===== src/rtl/i2c_init_seq.sv =====
// Table-driven I2C configuration sequencer: walks {dev, reg, val} entries from a
// synchronous ROM and issues each as a two-byte write, with delay entries and NACK retry.
module i2c_init_seq #(
    parameter int AW         = 6,
    parameter int RETRIES    = 3,
    parameter int DELAY_UNIT = 1000,
    parameter int AUTOSTART  = 1
) (
    input  logic          clk,
    input  logic          rst,
    input  logic          start,
    output logic [AW-1:0] tab_addr,
    input  logic [23:0]   tab_data,
    output logic [7:0]    i2c_addr,
    output logic [7:0]    i2c_wrdata,
    output logic          i2c_req,
    output logic          i2c_last,
    input  logic          i2c_ack,
    input  logic          i2c_err,
    output logic          busy,
    output logic          done,
    output logic          fail,
    output logic [7:0]    errcnt
);
    localparam int TW = $clog2(255 * DELAY_UNIT + 1);
    localparam int RW = $clog2(RETRIES + 2);
    localparam logic [TW-1:0] DUNIT = TW'(DELAY_UNIT);
    localparam logic [RW-1:0] RLOAD = RW'(RETRIES);

    typedef enum logic [3:0] {
        S_IDLE    = 4'd0,
        S_FETCH   = 4'd1,
        S_DECODE  = 4'd2,
        S_SENDREG = 4'd3,
        S_WAITREG = 4'd4,
        S_SENDVAL = 4'd5,
        S_WAITVAL = 4'd6,
        S_WAIT    = 4'd7,
        S_NEXT    = 4'd8,
        S_FIN     = 4'd9
    } state_t;

    state_t        state_r, state_s;
    logic [AW-1:0] idx_r, idx_s;
    logic [23:0]   ent_r, ent_s;
    logic [TW-1:0] timer_r, timer_s;
    logic [RW-1:0] retry_r, retry_s;
    logic          tgt_send_r, tgt_send_s;
    logic          auto_r, auto_s;
    logic [7:0]    addr_r, addr_s;
    logic [7:0]    wrdata_r, wrdata_s;
    logic          req_r, req_s;
    logic          last_r, last_s;
    logic          busy_r, busy_s;
    logic          done_r, done_s;
    logic          fail_r, fail_s;
    logic [7:0]    errcnt_r, errcnt_s;

    function automatic logic [7:0] sat_inc8(input logic [7:0] v);
        if (v == 8'hFF) begin
            return v;
        end else begin
            return v + 8'd1;
        end
    endfunction

    // Next-state and next-output computation.
    always_comb begin
        state_s    = state_r;
        idx_s      = idx_r;
        ent_s      = ent_r;
        timer_s    = timer_r;
        retry_s    = retry_r;
        tgt_send_s = tgt_send_r;
        auto_s     = auto_r;
        addr_s     = addr_r;
        wrdata_s   = wrdata_r;
        req_s      = 1'b0;
        last_s     = last_r;
        busy_s     = busy_r;
        done_s     = done_r;
        fail_s     = fail_r;
        errcnt_s   = errcnt_r;

        case (state_r)
            S_IDLE: begin
                if (start || auto_r) begin
                    state_s  = S_FETCH;
                    idx_s    = {AW{1'b0}};
                    auto_s   = 1'b0;
                    busy_s   = 1'b1;
                    done_s   = 1'b0;
                    fail_s   = 1'b0;
                    errcnt_s = 8'd0;
                end else begin
                    state_s = S_IDLE;
                end
            end
            S_FETCH: state_s = S_DECODE;
            S_DECODE: begin
                ent_s = tab_data;
                if (tab_data[23:16] == 8'h00) begin
                    state_s = S_FIN;
                end else if (tab_data[23:16] == 8'hFF) begin
                    if (tab_data[7:0] == 8'h00) begin
                        state_s = S_NEXT;
                    end else begin
                        timer_s    = TW'(tab_data[7:0]) * DUNIT;
                        tgt_send_s = 1'b0;
                        state_s    = S_WAIT;
                    end
                end else begin
                    retry_s = RLOAD;
                    state_s = S_SENDREG;
                end
            end
            S_SENDREG: state_s = S_WAITREG;
            S_SENDVAL: state_s = S_WAITVAL;
            S_WAITREG, S_WAITVAL: begin
                // err takes priority over a coincident ack
                if (i2c_err) begin
                    errcnt_s = sat_inc8(errcnt_r);
                    if (retry_r != {RW{1'b0}}) begin
                        retry_s    = retry_r - RW'(1'b1);
                        timer_s    = DUNIT;
                        tgt_send_s = 1'b1;
                        state_s    = S_WAIT;
                    end else begin
                        fail_s  = 1'b1;
                        state_s = S_NEXT;
                    end
                end else if (i2c_ack) begin
                    state_s = (state_r == S_WAITREG) ? S_SENDVAL : S_NEXT;
                end else begin
                    state_s = state_r;
                end
            end
            S_WAIT: begin
                // Leaving on timer==1 makes the stay exactly the loaded count
                if (timer_r <= TW'(1'b1)) begin
                    state_s = tgt_send_r ? S_SENDREG : S_NEXT;
                end else begin
                    timer_s = timer_r - TW'(1'b1);
                end
            end
            S_NEXT: begin
                if (idx_r == {AW{1'b1}}) begin
                    state_s = S_FIN;
                end else begin
                    idx_s   = idx_r + AW'(1'b1);
                    state_s = S_FETCH;
                end
            end
            S_FIN: begin
                done_s  = 1'b1;
                busy_s  = 1'b0;
                state_s = S_IDLE;
            end
            default: state_s = S_IDLE;
        endcase

        // Bus outputs are loaded on entry to a send state so they are valid with i2c_req
        case (state_s)
            S_SENDREG: begin
                addr_s   = ent_s[23:16] & 8'hFE;
                wrdata_s = ent_s[15:8];
                last_s   = 1'b0;
                req_s    = 1'b1;
            end
            S_SENDVAL: begin
                wrdata_s = ent_s[7:0];
                last_s   = 1'b1;
                req_s    = 1'b1;
            end
            default: req_s = 1'b0;
        endcase
    end

    // State and registered-output update with synchronous reset.
    always_ff @(posedge clk) begin
        if (rst) begin
            state_r    <= S_IDLE;
            idx_r      <= {AW{1'b0}};
            ent_r      <= 24'd0;
            timer_r    <= {TW{1'b0}};
            retry_r    <= {RW{1'b0}};
            tgt_send_r <= 1'b0;
            auto_r     <= (AUTOSTART != 0);
            addr_r     <= 8'd0;
            wrdata_r   <= 8'd0;
            req_r      <= 1'b0;
            last_r     <= 1'b0;
            busy_r     <= 1'b0;
            done_r     <= 1'b0;
            fail_r     <= 1'b0;
            errcnt_r   <= 8'd0;
        end else begin
            state_r    <= state_s;
            idx_r      <= idx_s;
            ent_r      <= ent_s;
            timer_r    <= timer_s;
            retry_r    <= retry_s;
            tgt_send_r <= tgt_send_s;
            auto_r     <= auto_s;
            addr_r     <= addr_s;
            wrdata_r   <= wrdata_s;
            req_r      <= req_s;
            last_r     <= last_s;
            busy_r     <= busy_s;
            done_r     <= done_s;
            fail_r     <= fail_s;
            errcnt_r   <= errcnt_s;
        end
    end

    assign tab_addr   = idx_r;
    assign i2c_addr   = addr_r;
    assign i2c_wrdata = wrdata_r;
    assign i2c_req    = req_r;
    assign i2c_last   = last_r;
    assign busy       = busy_r;
    assign done       = done_r;
    assign fail       = fail_r;
    assign errcnt     = errcnt_r;

endmodule


===== config.mk =====
export PLATFORM = sky130hd
export DESIGN_NAME = i2c_init_seq
export DESIGN_NICKNAME = d
export VERILOG_FILES = /design/src/rtl/i2c_init_seq.sv
export SDC_FILE = /design/constraint.sdc
export NUM_CORES = 1
export LEC_CHECK = 0
export CORE_AREA = 8 8 108 110
export CTS_BUF_LIST = sky130_fd_sc_hd__clkbuf_16
export CTS_CLUSTER_SIZE = 24
export DETAILED_ROUTE_END_ITERATION = 6
export DIE_AREA = 0 0 116 118
export PLACE_DENSITY = 0.79
export SLEW_MARGIN = 30
export SYNTH_ARGS = -nofsm -noshare
export SYNTH_HDL_FRONTEND = slang
export SYNTH_SLANG_ARGS = --single-unit
export TNS_END_PERCENT = 5

===== constraint.sdc =====
create_clock -name clk -period 5.3 [get_ports clk]
set_input_delay 0.53 -clock clk [delete_from_list [all_inputs] [get_ports clk]]
set_output_delay 0.53 -clock clk [all_outputs]
set_load 0.05 [all_outputs]

==> results.ini <==
[critical_path]
timing.rr.end=i2c_addr[1]
cp-start-kind=primary input
ff2ff_path_depth=6
worstPathArrival_ns=5.03
reg2reg_from=state_r[3]
r2r_slack_ns=1.73
cp-end-kind=register
worstPathMaxFanout=7
endpoint=timer_r[17]
criticalPathCategory=in -> reg
worstPathRequired_ns=5.57
startpoint=tab_data[0]

[timing]
min_period_ns=4.759
rsz0062_at_grt=no
fin_skew_ns=0.005958
clock.fmax_mhz=210.1
post-route-period-util=0.8980
tns_ns=0
holdWs_ns=0.4604
slew_viol_final=0
worstMarginPinSlew_ns=0.8755
max_slew_margin=0.4132
setup_viol=0
report.final.hold_viol_count=0

[global_route]
grt_pass1_vias=4765
grt_first_pass_wirelength_um=22940
grt_max_degree=45
antenna_found_initial=0
grt_usage=0.2048
overflow=0

[synth]
synth_seq_cells=84
synth_seq_area_share=0.3057
syn_avg_cell_area_um2=8.464
syn-instance-count=650
yosysUniqueCellTypes=70
syn_nets=748
yosys_warnings=0
synth_flop_cell=dfxtp_1
synth-edff-count=0
async_flop_share=0
syn-cell-area_um2=5502

[final_layout]
post-route-cell-area_um2=6506
post-route-util=0.6507
drive_gt1_frac=0.05932
syn2layout_area_growth_pct=18.26
antenna_cells=0
fillCellCount=844
fin_nets=801

[clocking]
cts_tree=done
clock_sinks=84
clock_path_buffers=2
cts_post_setup_buffers_inserted=0
cts_buffers=9
cts_root_buf=clkbuf_16
post_cts_resized=0
cts.clk_slew.worst_paths_ns=0.06
ctsHoldBuffers=0
clock_latency_ns=0.34
htreeDepth=3

[outcome]
status=finished, final reports clean

[floorplan]
initial_core_util=0.5502
core_um2=10000
die_w_um=116
boundaryPins=64
die_area_um2=13690
die_height_um=118
fp-row-count=37

[routing]
highest_layer=met4
wirelength_um=13900
avgRoutedWirePerCell_um=16.47
wl_met1_um=5985
avgViaCountPerCell=5.903
drtPass1Iterations=4
dr_wl_met3_um=849
drc=0
drt_iter0_drc=382
ant_nets=0
vias=4982
met2WireLength_um=6727

[min_path]
min_path_type=reg -> reg
min-delay-start=ent_r[11]

[place]
dpl_cell_area_um2=6226
place.gp.congestion=0.9325
portBuffers=62
hpwl_um=10320

[pwr]
power_density_nw_per_um2=480.3
p_leak_nw=2.523
vdd_drop_max_v=0.0003766

[job]
cap_viol_max_count=0

-- cell usage after synthesis, types with 4 or more instances --
cell,n,area share
fa_1,22,0.080
dfxtp_1,84,0.31
a21oi_1,59,0.054
xor2_1,5,0.0080
a221o_1,4,0.0073
a31oi_1,7,0.0080
o21ai_0,30,0.027
nor2b_1,11,0.013
nor4_1,9,0.010
o31ai_1,6,0.0082
inv_1,49,0.033
o21bai_1,5,0.0068
nor3b_1,4,0.0055
clkbuf_1,22,0.015
and2_1,7,0.0080
a211oi_1,12,0.016
ha_1,47,0.11
nor2_1,47,0.032
nand3_1,15,0.014
nand2_1,69,0.047
or3_1,8,0.0091
a21o_1,4,0.0055
o22ai_1,7,0.0080
nor3_1,20,0.018
xnor2_1,15,0.024
mux2_2,6,0.012
nand4_1,7,0.0080
mux2i_1,5,0.0091
-- cell families after synthesis --
logic type / synth area share
other: 0.0006816
and+or+nand+nor: 0.2049
muxes: 0.02615
xor gates and xnor gates: 0.03184
buffers and inverters: 0.05663
adders and majority gates: 0.1869
DFF: 0.3057
AOI/OAI and AO/OA: 0.1872
-- area by class of cell --
| type | count | area, µm² | share of cell area |
|---|---|---|---|
| inverter | 49 | 183.9 | 0.02827 |
| timing repair buffer | 70 | 675.6 | 0.1038 |
| clock inverter | 7 | 55.05 | 0.008462 |
| multi-input combinational | 489 | 3515 | 0.5402 |
| tap | 136 | 170.2 | 0.02615 |
| clock buffer | 9 | 225.2 | 0.03462 |
| sequential | 84 | 1682 | 0.2585 |
-- metrics by stage --
step / total power [mW] / instances / worst slack, ns
after global placement: 2.448 / 828 / 0.3422
final: 3.125 / 844 / 0.5406
after detailed placement: 2.502 / 828 / 0.1660
after global routing: 3.349 / 844 / 0.2772
after CTS: 3.114 / 844 / 0.5368
after floorplan: 2.103 / 650 / 1.146
-- power breakdown --
part / internal (mW) / switching [mW] / total [mW]
combinational: 0.632 / 1.04 / 1.67
sequential: 0.740 / 0.113 / 0.853
clock: 0.323 / 0.277 / 0.601
-- registers in the layout (all words and copies together) (netlist names), 3 cells and up --
| name | flops |
|---|---|
| ent_r | 23 |
| errcnt | 8 |
| i2c_addr | 7 |
| i2c_wrdata | 8 |
| retry_r | 3 |
| state_r | 4 |
| tab_addr | 6 |
| timer_r | 18 |
-- worst min-delay path by stage --
stage,to,slack [ns],cells after the start
2_1_floorplan,ent_r[0],0.43,2
3_3_place_gp,ent_r[21],0.44,2
3_5_place_dp,ent_r[0],0.45,2
4_1_cts,ent_r[0],0.46,2
5_1_grt,ent_r[11],0.49,2
6_report,ent_r[11],0.46,2
-- worst max-delay path, cell delays in order --
cell	delay (ns)
clkdlybuf4s50_1	0.61
fa_1	0.65
inv_1	0.07
fa_1	0.48
fa_1	0.55
inv_1	0.05
fa_1	0.45
ha_1	0.35
o21ai_0	0.13
o21ai_0	0.21
a2111oi_0	0.50
nor3_1	0.12
nand3b_1	0.18
a31oi_1	0.15
-- cells in the final DEF (no fill, tap or decap), types with 15 or more instances in the layout --
master | netlist | final
inv_1 | 49 | 49
ha_1 | 47 | 47
o21ai_0 | 30 | 30
nand3_1 | 15 | 15
nor3_1 | 20 | 20
clkdlybuf4s50_1 | 0 | 61
nor2_1 | 47 | 47
xnor2_1 | 15 | 15
fa_1 | 22 | 22
dfxtp_1 | 84 | 84
a21oi_1 | 59 | 59
nand2_1 | 69 | 69
-- metal layers --
metal,up-vias,GRT usage
li1,2412,-
met1,2368,0.2568
met2,172,0.3384
met3,30,0.03592
met4,0,0.07786
met5,-,0
Power figures use the tool's default switching activity.
==> edit, RTL diff (config.mk and constraints unchanged) <==
Change the parameter `DELAY_UNIT` from 1000 to 500.
--- a/src/rtl/i2c_init_seq.sv
+++ b/src/rtl/i2c_init_seq.sv
@@ -4,5 +4,5 @@
     parameter int AW         = 6,
     parameter int RETRIES    = 3,
-    parameter int DELAY_UNIT = 1000,
+    parameter int DELAY_UNIT = 500,
     parameter int AUTOSTART  = 1
 ) (
Formal check against the unedited RTL: same outputs for any inputs over 10 cycles, from zero or initial values and one cycle with rst high; that may be too few to reach the edited logic, so the function may still have changed.
==> edit against the unedited design <==
Non-clock buffer count rose by 6. Synthesized area shrank 2.1%. Worst setup slack improved by 0.051 ns. Total power down 11%. Wire length fell by 4.0%. Sequential cell count down 1. Final area is 1.2% lower. Sequential power is 8.0% lower. Count of clock-buffer cells in the layout did not move. Critical path type unchanged. Critical endpoint is now timer_r[16]$_SDFFE_PP0P_.
==> edit: results (changes against the unedited design) <==
[route]
dr.pass1.iters = 5  ; was 4
dr.first_iter.drc_count = 484  ; was 382
dr_wl_met2_um = 6720  ; was 6730 um
wl_met1_um = 5610  ; was 5990 um
vias = 4866  ; was 4,982

[global_route]
first_global_vias = 4658  ; was 4,765
grt.total_usage_pct = 19.8  ; was 20.5%
grt_pass1_wl_um = 22500  ; was 22,900 um
grt_use_met1_pct = 24.1  ; was 25.7%

[layout]
drive_gt1_share_pct = 6.31  ; was 5.93%
stdcell_count = 833  ; was 844
largestRegisters = ent_r x23, timer_r x17  ; was ent_r x23, timer_r x18
n_fill_cell = 884  ; was 844
layout.nets = 791  ; was 801
regArea_um2 = 1660  ; was 1680 um^2

[synthesis]
synth_nets = 738  ; was 748
synthTopCellsByCount = nand2_1, dfxtp_1, a21oi_1  ; was dfxtp_1, nand2_1, a21oi_1
synth_compound_area_share_pct = 20.5  ; was 18.7%
synth_mux_area_share_pct = 0  ; was 2.62%
ys_top_cells_by_area = dfxtp_1, ha_1, fa_1  ; unchanged

[placed_design]
postPlaceCellArea_um2 = 6140  ; was 6230 um^2
routabilityCongestion = 0.892  ; was 0.933
post-place-ws_ns = 0.240  ; was 0.166 ns
dp_cells = 817  ; was 828

[critical_path]
r2r-start = state_r[1]$_SDFF_PP0_  ; was state_r[3]$_SDFF_PP0_

[power_and_ir_drop]
ir_drop_mv = 0.218  ; was 0.377 mV
intPower_mw = 1.59  ; was 1.70 mW
seqPwrFrac_pct = 28.3  ; was 27.3%

[min_path]
hold_start = auto_r$_SDFFE_PP1P_  ; was ent_r[11]$_SDFF_PP0_

[sta]
fin_skew_ns = 0.00662  ; was 0.00596 ns

[status]
outcome = complete, no violations  ; unchanged

## edit: changes by cell type after synthesis, moves of 5 or more
cell	unedited run	this run
nor3_1	20	12
nor2b_1	11	2
mux2i_1	5	0
xor2_1	5	10
a221o_1	4	9
mux2_2	6	0
xnor2_1	15	10
nand2_1	69	85
a211oi_1	12	6
## edit: worst max path at each step
| stage | from | end | cells after the start |
|---|---|---|---|
| after global placement | tab_data[2] | timer_r[16]$_SDFFE_PP0P_ | 13 |
| after global routing | tab_data[2] | timer_r[16]$_SDFFE_PP0P_ | 13 |
| after detailed placement | tab_data[2] | timer_r[16]$_SDFFE_PP0P_ | 13 |
| after floorplan | tab_data[1] | timer_r[16]$_SDFFE_PP0P_ | 12 |
| final | tab_data[2] | timer_r[16]$_SDFFE_PP0P_ | 13 |
| after CTS | tab_data[2] | timer_r[16]$_SDFFE_PP0P_ | 13 |
